===== src/rtl/ps2_pkg.sv =====
// Shared scancode constants and prefix-FSM state type for the PS/2 key decoder.
package ps2_pkg;

  // Scancode-set-2 prefixes and the default bound keys
  localparam logic [7:0] SC_EXT   = 8'hE0;
  localparam logic [7:0] SC_BREAK = 8'hF0;
  localparam logic [7:0] SC_SPACE = 8'h29;
  localparam logic [7:0] SC_ENTER = 8'h5A;
  localparam logic [7:0] SC_BKSP  = 8'h66;
  localparam logic [7:0] SC_LEFT  = 8'h6B;
  localparam logic [7:0] SC_RIGHT = 8'h74;

  // Bit 0 = E0 seen, bit 1 = F0 seen
  typedef enum logic [1:0] {
    ST_IDLE    = 2'b00,
    ST_EXT     = 2'b01,
    ST_BRK     = 2'b10,
    ST_EXT_BRK = 2'b11
  } prefix_state_e;

  // True for the two prefix bytes that only move the FSM
  function automatic logic is_prefix(input logic [7:0] b);
    return (b == SC_EXT) || (b == SC_BREAK);
  endfunction

endpackage


===== src/rtl/ps2_prefix_fsm.sv =====
// Prefix tracker for the PS/2 byte stream. Folds E0/F0 prefixes into a state,
// discards a stale prefix after TIMEOUT_CYCLES idle clocks, and presents each
// final code byte as a make or break strobe with its ext flag.
//
// Strobe semantics: make_o/brk_o are single-cycle and valid in the same cycle
// as the rx_valid_i that carried the final code byte; code_o and ext_o are
// only meaningful while one of the strobes is high. There is no back-pressure.
module ps2_prefix_fsm
  import ps2_pkg::*;
#(
  parameter int TIMEOUT_CYCLES = 100000
) (
  input  logic          clk_i,
  input  logic          rst_ni,
  input  logic          soft_clear_i,
  input  logic [7:0]    rx_data_i,
  input  logic          rx_valid_i,
  output logic          make_o,
  output logic          brk_o,
  output logic          ext_o,
  output logic [7:0]    code_o,
  output prefix_state_e state_o
);

  localparam int CNT_W = $clog2(TIMEOUT_CYCLES + 1);

  prefix_state_e    state_q;
  logic [CNT_W-1:0] cnt_q;
  logic             accept;

  // Decode the strobes from the current prefix state; soft clear drops the byte
  always_comb begin
    accept = rx_valid_i && !soft_clear_i && !is_prefix(rx_data_i);
    make_o = accept && (state_q == ST_IDLE || state_q == ST_EXT);
    brk_o  = accept && (state_q == ST_BRK  || state_q == ST_EXT_BRK);
    ext_o  = (state_q == ST_EXT) || (state_q == ST_EXT_BRK);
    code_o = rx_data_i;
  end

  // Prefix state and idle timeout counter
  always_ff @(posedge clk_i or negedge rst_ni) begin
    if (!rst_ni) begin
      state_q <= ST_IDLE;
      cnt_q   <= '0;
    end else if (soft_clear_i) begin
      state_q <= ST_IDLE;
      cnt_q   <= '0;
    end else if (rx_valid_i) begin
      cnt_q <= '0;
      unique case (state_q)
        ST_IDLE: begin
          if (rx_data_i == SC_EXT)        state_q <= ST_EXT;
          else if (rx_data_i == SC_BREAK) state_q <= ST_BRK;
          else                            state_q <= ST_IDLE;
        end
        ST_EXT: begin
          if (rx_data_i == SC_BREAK)      state_q <= ST_EXT_BRK;
          else if (rx_data_i == SC_EXT)   state_q <= ST_EXT;
          else                            state_q <= ST_IDLE;
        end
        ST_BRK: begin
          if (rx_data_i == SC_EXT)        state_q <= ST_EXT_BRK;
          else if (rx_data_i == SC_BREAK) state_q <= ST_BRK;
          else                            state_q <= ST_IDLE;
        end
        default: begin
          if (is_prefix(rx_data_i))       state_q <= ST_EXT_BRK;
          else                            state_q <= ST_IDLE;
        end
      endcase
    end else if (state_q != ST_IDLE) begin
      // A prefix whose follow-up byte was lost must not taint the next key
      if (cnt_q == CNT_W'(TIMEOUT_CYCLES - 1)) begin
        state_q <= ST_IDLE;
        cnt_q   <= '0;
      end else begin
        cnt_q <= cnt_q + 1'b1;
      end
    end
  end

  assign state_o = state_q;

endmodule


===== src/rtl/ps2_key_decoder.sv =====
// PS/2 scancode-set-2 key decoder: maps NUM_KEYS programmable codes (optionally
// E0-extended) to press/release pulses and held levels for the game logic.
// Optional build macro PS2_TYPEMATIC_REPEAT_EN: when defined, a make of an
// already-held key re-pulses key_press and updates last_key (auto-repeat).
// KEY_CODES holds key 0 in the lowest byte.
module ps2_key_decoder
  import ps2_pkg::*;
#(
  parameter int                    NUM_KEYS       = 4,
  parameter logic [8*NUM_KEYS-1:0] KEY_CODES      = {SC_LEFT, SC_SPACE, SC_ENTER, SC_BKSP},
  parameter logic [NUM_KEYS-1:0]   KEY_EXT        = 4'b1000,
  parameter int                    TIMEOUT_CYCLES = 100000
) (
  input  logic                clk,
  input  logic                resetn,
  input  logic                soft_clear,
  input  logic [7:0]          rx_data,
  input  logic                rx_valid,
  output logic [NUM_KEYS-1:0] key_press,
  output logic [NUM_KEYS-1:0] key_release,
  output logic [NUM_KEYS-1:0] key_held,
  output logic [3:0]          last_key,
  output logic                any_held
);

  logic          make_s;
  logic          brk_s;
  logic          ext_s;
  logic [7:0]    code_s;
  prefix_state_e fsm_state;

  ps2_prefix_fsm #(
    .TIMEOUT_CYCLES(TIMEOUT_CYCLES)
  ) u_fsm (
    .clk_i       (clk),
    .rst_ni      (resetn),
    .soft_clear_i(soft_clear),
    .rx_data_i   (rx_data),
    .rx_valid_i  (rx_valid),
    .make_o      (make_s),
    .brk_o       (brk_s),
    .ext_o       (ext_s),
    .code_o      (code_s),
    .state_o     (fsm_state)
  );

  logic [NUM_KEYS-1:0] press_q,   press_d;
  logic [NUM_KEYS-1:0] release_q, release_d;
  logic [NUM_KEYS-1:0] held_q,    held_d;
  logic [3:0]          last_q,    last_d;
  logic [NUM_KEYS-1:0] match;

  // Key table lookup; ascending loop lets the highest matching index own last_key
  always_comb begin
    press_d   = '0;
    release_d = '0;
    held_d    = held_q;
    last_d    = last_q;
    match     = '0;
    for (int i = 0; i < NUM_KEYS; i++) begin
      match[i] = (code_s == KEY_CODES[8*i +: 8]) && (ext_s == KEY_EXT[i]);
      if (make_s && match[i]) begin
`ifdef PS2_TYPEMATIC_REPEAT_EN
        press_d[i] = 1'b1;
        held_d[i]  = 1'b1;
        last_d     = 4'(i);
`else
        if (!held_q[i]) begin
          press_d[i] = 1'b1;
          held_d[i]  = 1'b1;
          last_d     = 4'(i);
        end
`endif
      end
      if (brk_s && match[i] && held_q[i]) begin
        release_d[i] = 1'b1;
        held_d[i]    = 1'b0;
      end
    end
    // Game reset clears held keys silently, without release pulses
    if (soft_clear) begin
      press_d   = '0;
      release_d = '0;
      held_d    = '0;
      last_d    = '0;
    end
  end

  // Registered key outputs, one cycle after the accepted byte
  always_ff @(posedge clk or negedge resetn) begin
    if (!resetn) begin
      press_q   <= '0;
      release_q <= '0;
      held_q    <= '0;
      last_q    <= '0;
    end else begin
      press_q   <= press_d;
      release_q <= release_d;
      held_q    <= held_d;
      last_q    <= last_d;
    end
  end

  assign key_press   = press_q;
  assign key_release = release_q;
  assign key_held    = held_q;
  assign last_key    = last_q;
  assign any_held    = |held_q;

endmodule


===== config.mk =====
export PLATFORM = sky130hd
export DESIGN_NAME = ps2_key_decoder
export DESIGN_NICKNAME = d
export VERILOG_FILES = /design/src/rtl/ps2_pkg.sv /design/src/rtl/ps2_prefix_fsm.sv /design/src/rtl/ps2_key_decoder.sv
export SDC_FILE = /design/constraint.sdc
export NUM_CORES = 1
export LEC_CHECK = 0
export BUFFER_PORTS_ARGS = -buffer_cell sky130_fd_sc_hd__buf_2
export CAP_MARGIN = 5
export CORE_MARGIN = 4
export CORE_UTILIZATION = 39
export DETAILED_ROUTE_END_ITERATION = 12
export PLACE_DENSITY = 0.61
export SYNTH_ARGS = -nofsm -noshare
export SYNTH_HDL_FRONTEND = slang
export SYNTH_SLANG_ARGS = --single-unit

===== constraint.sdc =====
create_clock -name clk -period 2 [get_ports clk]
set_clock_uncertainty 0.15 [all_clocks]
set_input_delay 0.4 -clock clk [delete_from_list [all_inputs] [get_ports clk]]
set_output_delay 0.4 -clock clk [all_outputs]
set_load 0.05 [all_outputs]

Word level (Yosys, flattened, before mapping) --
Index checks and enable logic that the tools add are counted.
Cells by class: bitwise gates (word level) 1, mux-type cells 47, reduce and logical (&&, ||, !) cells 36, equality and inequality tests 10, add/subtract/negate cells 1
Operators with widths (count):
- 2-to-1 mux 17 bit | 4
- 2-to-1 mux 4 bit | 12
- == test 8 x 7 -> 1 bit, second input constant | 3
- 2-to-1 mux 1 bit | 21
- logical AND 1 bit | 20
- 2-to-1 mux 2 bit | 9
- nonzero test 3 bit | 6
- adder 17 x 1 -> 17 bit, second input constant | 1
- == test 17 bit, second input constant | 1
- == test 8 bit, second input constant | 2
- == test 8 x 6 -> 1 bit, second input constant | 1
- case mux 2 bit (3 select lines) | 1
- == test 2 bit, second input constant | 2
- logical OR 1 bit | 4
- OR reduction 4 bit | 1
- == test 2 x 1 -> 1 bit, second input constant | 1
- zero test 1 bit | 2
- zero test 2 bit | 1
- AND reduction 2 bit | 1
- nonzero test 2 bit | 1
- NOT 1 bit | 1
Storage, ports and cells: input bits 12, register bits after elaboration 35, output and inout port bits 17, logic and storage cells 104

Depth between registers and ports, before layout --
Gate-level depths: netlist (run 1).
depth in word-level cells 14, mapped depth 7, gate-level depth less buffers 5

By module --
A second synthesis (run 1) with hierarchy kept.
Unflattened totals: cell total of the unflattened synthesis 196, area total of the unflattened synthesis 1918.1 µm²
By module, submodules not included:
- ps2_prefix_fsm | cells an instance 123, area an instance 1154.9 µm², sequential area each 475.5 µm², times used 1
- ps2_key_decoder | cells an instance 73, area an instance 763.2 µm², sequential area each 400.4 µm², times used 1

Least setup slack after synthesis (run 1) --
Ideal clock, no wire load.
kind register -> output, start register held_q[2], in the netlist key_held[2], end output port any_held, data required time 1.450 ns, setup slack 0.042 ns, cell stages (with the launch flop) 2, arrival time 1.408 ns, buffers on the path 0, cell sequence dfrtp_1 > or4_1
On the way: longest elaborated chain between the ends 1
Ends and longest elaborated chain:
- from (decl) | RTL line ps2_key_decoder.sv:49 | logic [NUM_KEYS-1:0] held_q, held_d;
- from (signal assigned) | RTL line ps2_key_decoder.sv:99 | held_q <= held_d;
- OR reduction 4 bit | RTL line ps2_key_decoder.sv:108 | assign any_held = |held_q;
- to (decl) | RTL line ps2_key_decoder.sv:23 | output logic any_held
No other way between the ends.

Final worst setup path (run 1) --
Same ends and word-level chain as after synthesis.

==> results of run 1 <==
## power by group
group          internal (mW)  total (mW)  switching (mW)
clock                  0.403       0.664           0.261
combinational         0.0477       0.122          0.0740
sequential             0.712       0.715         0.00281
## per-layer routing
| layer | global-route usage [%] | up-vias | wire length (um) |
|---|---|---|---|
| met5 | 0 | - | 0 |
| met4 | 4.35 | 0 | 34 |
| met3 | 3.07 | 4 | 149 |
| met2 | 25.5 | 23 | 2080 |
| met1 | 22.7 | 803 | 2150 |
| li1 | - | 796 | - |
## cell usage after synthesis, types with 6 or more instances
library cell and number:
nor2_1 18, dfrtp_1 35, inv_1 6, and3_1 6, nand2b_1 7, nand3_1 6, or3_1 6, nand4_1 7
a21oi_1 8, nand2_1 15, or4_1 6, xor2_1 6, o21ai_0 8
## cells by family (layout without fill, tap and decap cells)
group	Yosys count	count (layout)	share of synthesized area, %
flops	35	35	48.2
simple gates	96	96	31.3
buf+inv	12	69	2.75
xor+xnor	6	6	2.89
fa+ha+maj	1	1	0.688
compound gates	31	31	12.0
mux	4	4	2.20
## cell type report
cell class / instances / share of cell area, %
Timing Repair Buffer: 55 / 14.8
Clock inverter: 2 / 1.51
Inverter: 6 / 0.968
Tap cell: 52 / 2.80
Multi-Input combinational cell: 138 / 38.7
Clock buffer: 6 / 3.55
Sequential cell: 35 / 37.6
## per-stage QoR
stage,std cells,utilization (%)
2_1_floorplan,185,-
3_3_place_gp,281,48.6
3_5_place_dp,281,48.6
4_1_cts,291,51.7
5_1_grt,294,52.4
6_report,294,52.4
## what timing repair did
action | in CTS | in global routing
resized for setup | 1 | 2
setup endpoints to repair | 1 | 5
gates cloned | 0 | 0
buffers inserted | 2 | 3
hold endpoints to repair | 0 | 0
## worst max-delay path by stage
| stage | cells after the start | start | end | slack, ps |
|---|---|---|---|---|
| after global routing | 5 | u_fsm.cnt_q[1] | u_fsm.state_o[0] | -10 |
| after floorplan | 1 | key_held[2] | any_held | 40 |
| after global placement | 5 | rx_data[2] | last_key[1] | -60 |
| after CTS | 2 | key_held[2] | any_held | 30 |
| final | 2 | key_held[2] | any_held | 40 |
| after detailed placement | 5 | rx_data[2] | last_key[1] | -100 |
## sequential cells by signal (all words and copies together), names as in the netlist
name and cells:
key_held 4, u_fsm.cnt_q 17, last_key 4, key_press 4, key_release 4, u_fsm.state_o 2
==> impl_metrics.py, run 1 <==
metrics = {
    "status": {
        "status": "finished with violations",
        "failed_checks": "negative hold slack",
    },
    "global_routing": {
        "antenna_found_initial": 0,
        "overflow": 0,
        "grt_pass1_vias": 1578,
        "grt.total_usage_pct": 16.2,
        "grt_first_pass_wirelength_um": 7730,
        "grt_start_max_net_pins": 36,
    },
    "layout": {
        "drive_gt1_share_pct": 29.3,
        "nFillCells": 436,
        "layout_commonest_cell": "dfrtp_1",
        "multiInputGateArea_um2": 901,
        "final_cell_area_um2": 2330,
        "diodes": 0,
        "final_nets": 254,
        "area_growth_syn_to_layout_pct": 28.0,
        "final_cell_mix": "35 x dfrtp_1, 28 x buf_4, 27 x buf_2, 18 x nor2_1, 15 x nand2_1",
        "seqCellArea_um2": 876,
    },
    "routing": {
        "vias": 1626,
        "routedWlPerCell_um": 15.0,
        "drtPass1Iterations": 4,
        "vias_per_cell": 5.53,
        "postRouteWirelength_um": 4420,
        "drtAntennaViolNets": 0,
        "first_iter_violations": 109,
        "drcViolationCount": 0,
    },
    "yosys": {
        "yosysWarnings": 0,
        "synth_cells": 185,
        "syn_area_per_cell_um2": 9.83,
        "netlist_area_um2": 1820,
        "synth_area_leaders": "dfrtp_1 48%, nor2_1 3.7%, nand2_1 3.1%",
        "synth_top_flop_cell": "dfrtp_1",
        "syn_nets": 198,
        "async_reset_ff_share_pct": 100,
        "post-synth-top-area-cell": "dfrtp_1",
        "synth-edff-count": 0,
        "yosys.area.top_type_share_pct": 48.2,
        "synth-seq-cells": 35,
        "synth_seq_area_share_pct": 48.2,
        "synth.distinct_cells": 41,
    },
    "timing": {
        "fmax_ghz": 0.509,
        "period_share_pct": 98.2,
        "fin_crit_ps": 1960,
        "fin_setup_tns_ps": 0,
        "setup_viol": 0,
        "finalHoldViolCount": 21,
        "slew_headroom_pct": 70.2,
        "drv_slew": 0,
        "worst_pin_slew_ps": 442,
        "fin_ws_ps": 36.7,
        "whs_ps": -13.7,
    },
    "run": {
        "cap_violations": 0,
    },
    "power": {
        "cellPowerDensity_nw_per_um2": 645,
        "peakVddDrop_uv": 346,
        "p_leak_nw": 1.08,
        "total_power_mw": 1.50,
    },
    "worst_setup_path": {
        "critPathBufInv": 1,
        "slowest_delay_ps": 520,
        "cp.arrival_ps": 1410,
        "crit_path_start_kind": "flip-flop",
        "r2r_setup_slack_ps": 110,
        "cp_cell_sequence": "or4_1 > buf_4",
        "end_kind": "output pin",
        "r2r_end": "u_fsm.state_o[0]",
        "cp_slowest_cell": "or4_1",
        "rr_startpoint": "u_fsm.cnt_q[1]",
        "crit_type": "flip-flop to output pin",
        "cp_top_family": "simple AND/OR/NAND/NOR gates",
        "path_max_fanout": 2,
        "reg2reg_depth": 5,
        "crit_required_ps": 1450,
    },
    "clock_network": {
        "clkTransAtPathRegs_ps": 80,
        "cts_root_buf": "clkbuf_8",
        "cts_tree": "yes",
        "numCtsBuffers": 5,
        "htree_levels": 2,
        "cts_buffer_depth": 2,
        "postCtsHoldBufs": 0,
        "cts.sinks": 35,
        "clk_latency_ps": 290,
    },
    "die": {
        "dieArea_um2": 5820,
        "ios": 29,
        "die_w_um": 76.3,
        "coreArea_um2": 4440,
        "start_util_pct": 40.9,
        "std_cell_rows": 24,
        "dieHeight_um": 76.3,
    },
    "min_path": {
        "hold_path_class": "input pin to asynchronous set/reset pin",
    },
    "place": {
        "numPortBuffers": 28,
        "dpl_cell_area_um2": 2160,
        "dp_hpwl_um": 3140,
        "gp_congestion": 0.782,
        "dp_slack_ps": -96.3,
    },
}
No activity file was read; power rests on OpenSTA's default activity.
==> run 2: changes to the inputs <==
--- a/config.mk
+++ b/config.mk
@@ -10,7 +10,7 @@
 export CORE_MARGIN = 4
 export CORE_UTILIZATION = 39
 export DETAILED_ROUTE_END_ITERATION = 12
-export PLACE_DENSITY = 0.61
+export PLACE_DENSITY = 0.59
 export SYNTH_ARGS = -nofsm -noshare
 export SYNTH_HDL_FRONTEND = slang
 export SYNTH_SLANG_ARGS = --single-unit
==> constraint.sdc (replaced) <==
create_clock -name clk -period 2.4 [get_ports clk]
set_clock_uncertainty 0.15 [all_clocks]
set_input_delay 0.48 -clock clk [delete_from_list [all_inputs] [get_ports clk]]
set_output_delay 0.48 -clock clk [all_outputs]
set_load 0.05 [all_outputs]
==> run 2 against run 1 <==
  * The run now ends clean
  * Sequential share of layout area rose by 3.4 points
  * Hold slack gained 140 ps
  * Core utilization is 4.3 points lower
  * Count of clock-buffer cells in the layout unchanged
  * Non-clock buffer count shrank 20
  * Via count is 4.4% lower
  * Combinational power shrank 32%
  * Critical path type is now flip-flop to flip-flop
  * Critical path depth increased by 3
  * Power down 26%
==> impl_metrics.py, run 2 (synthesized netlist as in run 1, its figures left out) <==
metrics = {
    "status": {
        "status": "finished clean",
    },
    "layout": {
        "largest-register": "u_fsm.cnt_q",
        "seqCellArea_um2": 876,
        "largest_reg_flops": 17,
        "final_cell_mix": "35 x dfrtp_1, 28 x buf_2, 18 x nor2_1, 15 x nand2_1",
        "final_nets": 234,
        "final_core_util_pct": 48.1,
        "multiInputGateArea_um2": 892,
        "layout_commonest_cell": "dfrtp_1",
        "area_growth_syn_to_layout_pct": 17.5,
        "nFillCells": 430,
        "drive_gt1_share_pct": 21.7,
        "diodes": 0,
    },
    "timing": {
        "fmax_ghz": 0.471,
        "finalHoldViolCount": 0,
        "worst_pin_slew_ps": 782,
        "fin_crit_ps": 2130,
        "setup_viol": 0,
        "fin_setup_tns_ps": 0,
        "period_share_pct": 88.5,
        "drv_slew": 0,
        "slew_headroom_pct": 47.9,
        "rsz0062_at_grt": "no",
    },
    "clock_network": {
        "htree_levels": 2,
        "cts.sinks": 35,
        "cts_resized": 0,
        "postCtsHoldBufs": 0,
        "clk_latency_ps": 280,
        "numCtsBuffers": 5,
        "clkTransAtPathRegs_ps": 70,
        "cts_tree": "yes",
        "post-cts-setup-buffers": 0,
        "cts_buffer_depth": 2,
        "cts_root_buf": "clkbuf_8",
    },
    "die": {
        "coreArea_um2": 4440,
        "dieArea_um2": 5820,
        "start_util_pct": 40.9,
        "die_w_um": 76.3,
        "ios": 29,
        "std_cell_rows": 24,
        "dieHeight_um": 76.3,
    },
    "worst_setup_path": {
        "path_max_fanout": 6,
        "crit_required_ps": 2440,
        "cp_top_family": "simple AND/OR/NAND/NOR gates",
        "reg2reg_depth": 5,
        "crit_path_start_kind": "flip-flop",
        "critical_path_cell_count": 5,
        "cp.arrival_ps": 2160,
        "cp_cell_sequence": "ha_1 > and3_1 > nand4_1 > or4_1 > a211oi_1",
        "slowest_delay_ps": 520,
        "cp_slowest_cell": "or4_1",
        "end_kind": "flip-flop",
        "crit_type": "flip-flop to flip-flop",
        "critPathBufInv": 0,
    },
    "global_routing": {
        "overflow": 0,
        "antenna_found_initial": 0,
        "grt_pass1_vias": 1508,
        "grt_first_pass_wirelength_um": 7270,
        "grt.total_usage_pct": 15.1,
        "grt_start_max_net_pins": 36,
    },
    "routing": {
        "first_iter_violations": 87,
        "vias": 1554,
        "vias_per_cell": 5.69,
        "postRouteWirelength_um": 4230,
        "drtAntennaViolNets": 0,
        "drcViolationCount": 0,
        "drtPass1Iterations": 4,
        "routedWlPerCell_um": 15.5,
    },
    "run": {
        "cap_violations": 0,
    },
    "power": {
        "cellPowerDensity_nw_per_um2": 522,
        "peakVddDrop_uv": 205,
        "p_leak_nw": 0.960,
    },
    "place": {
        "numPortBuffers": 28,
        "dp_hpwl_um": 3120,
        "gp_congestion": 0.837,
    },
    "min_path": {
        "hold_path_class": "input pin to asynchronous set/reset pin",
    },
}
==> run 2: worst register-to-register path, delay by kind of cell (launching register included) <==
kind / cells / cell delay, ps
AOI/OAI and AO/OA: 1 / 260
DFF: 1 / 410
adders and majority gates: 1 / 190
and+or+nand+nor: 3 / 1030
==> run 2: area by class of cell <==
cell class,count,share of cell area (%)
Multi-Input combinational cell,138,41.8
Clock buffer,6,3.87
Tap cell,52,3.05
Sequential cell,35,41.0
Timing Repair Buffer,35,9.02
Inverter,6,1.05
Clock inverter,1,0.234
==> run 2: worst paths after layout <==
| path | endpoint | startpoint | slack (ps) |
|---|---|---|---|
| worst max-delay path | u_fsm.state_o[0] | u_fsm.cnt_q[0] | 270 |
| worst min-delay path | u_fsm.cnt_q[7] | resetn | 120 |
| worst min register to register | u_fsm.cnt_q[1] | u_fsm.cnt_q[1] | 400 |
| min in group clk | key_release[3] | rx_data[1] | 370 |
| worst max register to register | u_fsm.state_o[0] | u_fsm.cnt_q[0] | 270 |
| max in group asynchronous | last_key[3] | resetn | 1480 |
==> run 2: metal layers <==
| layer | GRT usage (%) | routed length [um] | vias up |
|---|---|---|---|
| met5 | 0 | 0 | - |
| met4 | 5.07 | 39 | 0 |
| met3 | 3.19 | 192 | 5 |
| met2 | 24.0 | 2000 | 41 |
| met1 | 20.4 | 2000 | 751 |
| li1 | - | - | 757 |
==> run 2: power by group <==
part           switching [mW]  internal, mW  leakage, nW
registers             0.00515         0.594        0.487
clock network           0.207         0.225       0.0470
logic                  0.0550        0.0278        0.426
total                   0.267         0.847        0.960
==> run 2: metrics by stage <==
| step | cells | hold slack (ps) | area [um2] | worst slack (ps) | power (mW) |
|---|---|---|---|---|---|
| finish | 273 | 122 | 2140 | 275 | 1.11 |
| global route | 273 | 191 | 2140 | 139 | 1.16 |
| CTS | 273 | 153 | 2140 | 274 | 1.12 |
| detailed placement | 266 | 382 | 2050 | 184 | 0.693 |
| global placement | 266 | 361 | 2050 | 213 | 0.691 |
| floorplan | 185 | 34.4 | 1820 | 362 | 0.649 |
